$ cat src/rtl/func1_down_compress_stage.sv
// Register-and-compress stage behind the Func1 "down" coordinate functions.
// It owns the fresh-randomness register and registers the 9 shares per coordinate, then XOR-folds them to 3 shares.
module func1_down_compress_stage #(
    parameter int COORDS           = 2,
    parameter bit CLEAR_ON_CONSUME = 1'b1
) (
    input  logic                  clk,
    input  logic                  rst,
    input  logic [5:0]            rnd_in,
    input  logic                  rnd_valid,
    output logic                  rnd_ready,
    output logic [5:0]            r_out,
    input  logic                  in_valid,
    output logic                  in_ready,
    input  logic [9*COORDS-1:0]   q_in,
    output logic                  out_valid,
    input  logic                  out_ready,
    output logic [COORDS-1:0]     y1,
    output logic [COORDS-1:0]     y2,
    output logic [COORDS-1:0]     y3
);

    logic [5:0]          r_reg;
    logic                r_full;
    logic [9*COORDS-1:0] s1_q;
    logic                s1_v;

    logic s2_take;
    logic s1_free;
    logic in_fire;
    logic r_load;

    logic [COORDS-1:0] fold1;
    logic [COORDS-1:0] fold2;
    logic [COORDS-1:0] fold3;

    assign s2_take   = s1_v & (~out_valid | out_ready);
    assign s1_free   = ~s1_v | s2_take;
    assign in_ready  = r_full & s1_free;
    assign in_fire   = in_valid & in_ready;
    assign rnd_ready = ~r_full | in_fire;
    assign r_load    = rnd_valid & rnd_ready;
    assign r_out     = r_reg;

    // r_reg may only change on a consume or a load, so r_out stays stable for the upstream logic between transfers.
    always_ff @(posedge clk) begin
        if (rst) begin
            r_reg  <= '0;
            r_full <= 1'b0;
        end else if (r_load) begin
            r_reg  <= rnd_in;
            r_full <= 1'b1;
        end else if (in_fire) begin
            r_full <= 1'b0;
            if (CLEAR_ON_CONSUME) begin
                r_reg <= '0;
            end
        end
    end

    // Plain register on the uncompressed shares: a glitch barrier, so no logic may sit in front of these flops.
    always_ff @(posedge clk) begin
        if (rst) begin
            s1_q <= '0;
            s1_v <= 1'b0;
        end else if (in_fire) begin
            s1_q <= q_in;
            s1_v <= 1'b1;
        end else if (s2_take) begin
            s1_v <= 1'b0;
        end
    end

    always_comb begin
        fold1 = '0;
        fold2 = '0;
        fold3 = '0;
        for (int j = 0; j < COORDS; j++) begin
            fold1[j] = ^s1_q[9*j +: 3];
            fold2[j] = ^s1_q[9*j+3 +: 3];
            fold3[j] = ^s1_q[9*j+6 +: 3];
        end
    end

    always_ff @(posedge clk) begin
        if (rst) begin
            y1        <= '0;
            y2        <= '0;
            y3        <= '0;
            out_valid <= 1'b0;
        end else begin
            if (s2_take) begin
                y1 <= fold1;
                y2 <= fold2;
                y3 <= fold3;
            end
            out_valid <= s2_take | (out_valid & ~out_ready);
        end
    end

endmodule
$ cat config.mk
export PLATFORM = sky130hd
export DESIGN_NAME = func1_down_compress_stage
export DESIGN_NICKNAME = d
export VERILOG_FILES = /design/src/rtl/func1_down_compress_stage.sv
export SDC_FILE = /design/constraint.sdc
export NUM_CORES = 1
export LEC_CHECK = 0
export ABC_AREA = 0
export ABC_CLOCK_PERIOD_IN_PS = 1000
export BUFFER_PORTS_ARGS = -buffer_cell sky130_fd_sc_hd__buf_2
export CAP_MARGIN = 0
export CELL_PAD_IN_SITES_DETAIL_PLACEMENT = 0
export CELL_PAD_IN_SITES_GLOBAL_PLACEMENT = 2
export CORE_MARGIN = 10
export CORE_UTILIZATION = 28
export DETAILED_ROUTE_END_ITERATION = 12
export GPL_TIMING_DRIVEN = 0
export PLACE_DENSITY_LB_ADDON = 0.1
export SLEW_MARGIN = 25
export SYNTH_ARGS = -nofsm -noshare
export SYNTH_HDL_FRONTEND = slang
export SYNTH_SLANG_ARGS = --single-unit
$ cat constraint.sdc
create_clock -name clk -period 1 [get_ports clk]
set_input_delay 0.2 -clock clk [delete_from_list [all_inputs] [get_ports clk]]
set_output_delay 0.2 -clock clk [all_outputs]
set_load 0.005 [all_outputs]
# After elaboration in Yosys (flattened, before gate mapping)
# Cells that the tools add are included.
# word_totals
regBits	33
latchBits	0
ram_bits	0
romBits	0
elab_cells	35
mem_count	0
# op_classes
addsub	0
n_mul	0
div	0
magnitude_cmp	0
n_eq_ne	0
shift	0
n_mux	6
n_bitwise	13
n_reduce_logical	8
# ops
operator	n
$reduce_xor 3->1	6
$mux 6	2
$and 1x1->1	5
$mux 1	4
$not 1->1	4
$or 1x1->1	4
$reduce_bool 2->1	2

# Depth between registers and ports, before layout
# logic_depth
depth_word	9
mapped_depth	5
mapped_depth_nobuf	3

# Least setup slack after synthesis
# No wires, ideal clock.
# synth_timing
path_kind	reg-to-reg
startpoint	register out_valid
endpoint	register s1_q[10]
setup_time_ns	0.118
arrival_time_ns	1.005
required_time_ns	0.882
slack_ns	-0.123
path_stages_with_launch	6
path_buffers	2
cell_sequence	dfxtp_1 nand3b_2 nor2b_4 buf_12 buf_12 mux2i_1
# synth_via
elab_chain_len	6
# synth_lines
element	line	text
start: declaration	16	output logic out_valid,
start signal: assignment	97	out_valid <= s2_take | (out_valid & ~out_ready);
$not 1->1	37	assign s2_take = s1_v & (~out_valid | out_ready);
$or 1x1->1	37	
$and 1x1->1	37	
$or 1x1->1	38	assign s1_free = ~s1_v | s2_take;
$and 1x1->1	39	assign in_ready = r_full & s1_free;
$and 1x1->1	40	assign in_fire = in_valid & in_ready;
end signal: assignment	67	s1_q <= q_in;
end: declaration	25	logic [9*COORDS-1:0] s1_q;
# No other way between the ends.
# A chain may end at the register's enable or synchronous reset.

# Worst setup path in the final report
# layout_timing
startpoint	register s1_v
endpoint	output port rnd_ready
# layout_via
elab_chain_len	5
word_cells_on_any_way	6
cone_classes	bitwise: 6
# layout_lines
element	line	text
start: declaration	26	logic s1_v;
start signal: assignment	65	s1_v <= 1'b0;
start signal: assignment	68	s1_v <= 1'b1;
start signal: assignment	70	s1_v <= 1'b0;
$and 1x1->1 / $not 1->1 (equally long branches)	37, 38	
$or 1x1->1 *	38	
$and 1x1->1 *	39	
$and 1x1->1 *	40	
$or 1x1->1 *	41	assign rnd_ready = ~r_full | in_fire;
end: declaration	11	output logic rnd_ready,
# Mark *: on every way between the ends. The rest lies on a longest branch, timed or not.

==> results.toml <==
[place]
gp_congestion = 0.701
io_buffers = 41
place_area_um2 = 1820
hpwlAfterDp_um = 2950

[worst_setup_path]
r2r_start = "s1_v$_SDFFE_PP0P_"
start_kind = "flop"
required_ps = 800
crit_path_start = "s1_v$_SDFFE_PP0P_"
r2r_cells = 4
worst-path-stages = 3
critPathKind = "flop to primary output"
critical_path_buf_inv_count = 1
r2r_setup_slack_ps = -160
r2r_end = "r_out[1]$_SDFFE_PP0P_"
crit_slowest_cell = "dfxtp_4"
cp-endpoint = "rnd_ready"
critPathMaxFanout = 4
cp-end-kind = "primary output"
cp_cell_sequence = "nand3b_4 -> a21bo_2 -> buf_2"
worst_ep_arrival_time_ps = 1060
max_stage_delay_ps = 360
crit_family = "flip-flops"

[cts]
cts-root-buf = "clkbuf_8"
clkLatencyLatePin_ps = 270
clock_sinks = 33
cts-htree-levels = 2
cts_tree = "done"
cts_hold_buf = 0
clk_pin_slew_worst_paths_ps = 70
numCtsBuffers = 5
clockBufferDepth = 2

[sta]
min_period_ps = 1260
fin_skew_ps = 4.54
fmax_ghz = 0.795
timing.final.crit_share = 1.26
setup_slack_ps = -258
worst_slew_pin_slew_ps = 488
drv_slew = 0
final_hold_viol_count = 0
slew_headroom = 0.675
finalSetupViolCount = 29
rsz0062_at_grt = "true"

[yosys]
synth.distinct_cells = 20
ys_seq_elements = 33
post_synth_inst_count = 148
synth_nets = 177
synth-xor-area-share = 0.0696
synth-simple-area-share = 0.226
avgSynthCellArea_um2 = 10.2
synth_compound_area_frac = 0.0944
ys_seq_area_frac = 0.437
synthMuxAreaShare = 0.126
synth_top_family_by_area = "simple AND/OR/NAND/NOR gates"
synth_adder_area_share = 0
yosysWarnings = 0
syn_area_um2 = 1510

[drt]
drtIter0Drc = 33
ant_nets = 0
totalWireLength_um = 4050
wl_per_cell_um = 14.7
drc = 0
first_pass_iters = 3
num_vias = 1202
vias_per_cell = 4.36

[finish]
area.growth.synth_to_final_pct = 36.1
nets = 235
antenna_cells = 0
fin_area_um2 = 2060
fin_util = 0.397
drive_above_1_share = 0.350

[pwr]
ir_worst_vdd_mv = 0.673
internal-power_mw = 2.12
comb_power_share = 0.137
power.share.switching = 0.236
seqPwrFrac = 0.503
pwr-share-clk = 0.360
power.total_mw = 2.78
power_density_nw_per_um2 = 1350
p_leak_nw = 0.870
p_switching_mw = 0.654

[global_route]
grt_max_degree = 11
grt-ovfl-total = 0
antenna_found_initial = 0
track_usage = 0.0942
grt_pass1_wl_um = 6470
grt_pass1_vias = 1334

[outcome]
failed_checks = "negative setup slack"
run_status = "finished, violations left"

[floorplan]
die_y_um = 93.4
rows = 26
io_pins = 44
core-area_um2 = 5170
dieArea_um2 = 8730
initial_core_util = 0.292
die_x_um = 93.4

[run]
drv_cap = 0

[min_path]
min_path_type = "input port to flop"
==> timing repair <==
action,CTS,global route
setup endpoints to repair,33,34
gates cloned,1,0
pin swaps,4,7
hold endpoints to repair,0,0
gates resized for setup,12,7
setup buffers,7,2
==> metal layers <==
layer	part of all wire	track usage
met1	0.44	0.106
met2	0.49	0.157
met3	0.067	0.0376
met4	0.0062	0.0347
met5	0	0
==> layout make-up <==
type / count / area, um2
inverters: 2 / 7.51
multi-input cells: 105 / 811
well taps: 70 / 87.6
flip-flops and latches: 33 / 672
plain buffers: 8 / 62.6
clock buffers: 7 / 86.3
fillers: 524 / 3120
repair buffers: 51 / 329
==> cells in the final DEF, fill, tap and decap left out, types with 2 or more instances in the layout <==
cell type	synthesis	final
buf_12	2	2
clkbuf_1	6	7
inv_1	2	2
clkbuf_8	0	6
xnor2_1	6	6
a21oi_1	10	8
o21ai_0	6	2
o21ai_1	0	4
o2bb2ai_1	6	6
dfxtp_4	0	3
buf_6	0	3
nand4_1	6	6
buf_2	0	40
dfxtp_1	33	30
xor2_1	6	6
buf_4	0	5
mux2i_2	0	2
mux2i_1	19	17
nand2b_1	38	38
buf_8	0	2
==> power groups by stage <==
| stage | Clock (mW) | Sequential [mW] | Combinational, mW |
|---|---|---|---|
| after floorplan | 0 | 1.43 | 0.206 |
| after detailed placement | 0 | 1.43 | 0.332 |
| after global routing | 1.09 | 1.40 | 0.421 |
| after global placement | 0 | 1.43 | 0.322 |
| final | 0.999 | 1.40 | 0.380 |
| after CTS | 1.05 | 1.40 | 0.376 |
==> Yosys cell counts (all sizes together) <==
| cell | instances | area share |
|---|---|---|
| and2 | 1 | 0.0050 |
| inv | 2 | 0.0050 |
| a21oi | 10 | 0.033 |
| nor2b | 1 | 0.0091 |
| nand2b | 38 | 0.16 |
| nand3b | 2 | 0.012 |
| mux2i | 19 | 0.13 |
| nand4 | 6 | 0.025 |
| xnor2 | 6 | 0.035 |
| nand2 | 1 | 0.0041 |
| a21bo | 1 | 0.0066 |
| o2bb2ai | 6 | 0.035 |
| o21ai | 6 | 0.020 |
| dfxtp | 33 | 0.44 |
| nand4b | 1 | 0.0058 |
| buf | 2 | 0.027 |
| and4b | 1 | 0.0075 |
| xor2 | 6 | 0.035 |
| clkbuf | 6 | 0.015 |
==> worst register-to-register path, cell delays in order (launching register included) <==
cell	delay, ps
dfxtp_4	350
buf_6	130
and4b_2	290
o21ai_0	180
a21oi_1	80
==> worst min-delay path by stage <==
stage / slack (ps) / cells after the start / endpoint / startpoint
final: 180 / 3 / s1_q[1]$_SDFFE_PP0P_ / q_in[1]
after global placement: 440 / 1 / y1[0]$_SDFFE_PP0P_ / y1[0]$_SDFFE_PP0P_
after detailed placement: 450 / 1 / y3[0]$_SDFFE_PP0P_ / y3[0]$_SDFFE_PP0P_
after CTS: 170 / 3 / s1_q[1]$_SDFFE_PP0P_ / q_in[1]
after global routing: 190 / 3 / s1_q[17]$_SDFFE_PP0P_ / q_in[17]
after floorplan: 360 / 2 / s1_q[10]$_SDFFE_PP0P_ / q_in[10]
==> state kept, by name, indices dropped and copies added, names as in the netlist <==
register,cells
s1_q,18
r_out,6
s1_v,1
out_valid,1
y3,2
y2,2
r_full,1
y1,2
==> stage by stage <==
stage	hold slack, ps	cells	worst slack [ps]	setup TNS, ps
2_1_floorplan	355	148	-69.6	-696
3_3_place_gp	439	259	-266	-5920
3_5_place_dp	449	259	-320	-7330
4_1_cts	174	274	-276	-3850
5_1_grt	188	276	-295	-5670
6_report	184	276	-258	-3400
==> cells by family after synthesis <==
logic type / Yosys count
compound gates: 23
xor+xnor: 12
buf+inv: 10
flops: 33
mux: 19
simple gates: 51
No activity file was read; power rests on OpenSTA's default activity.
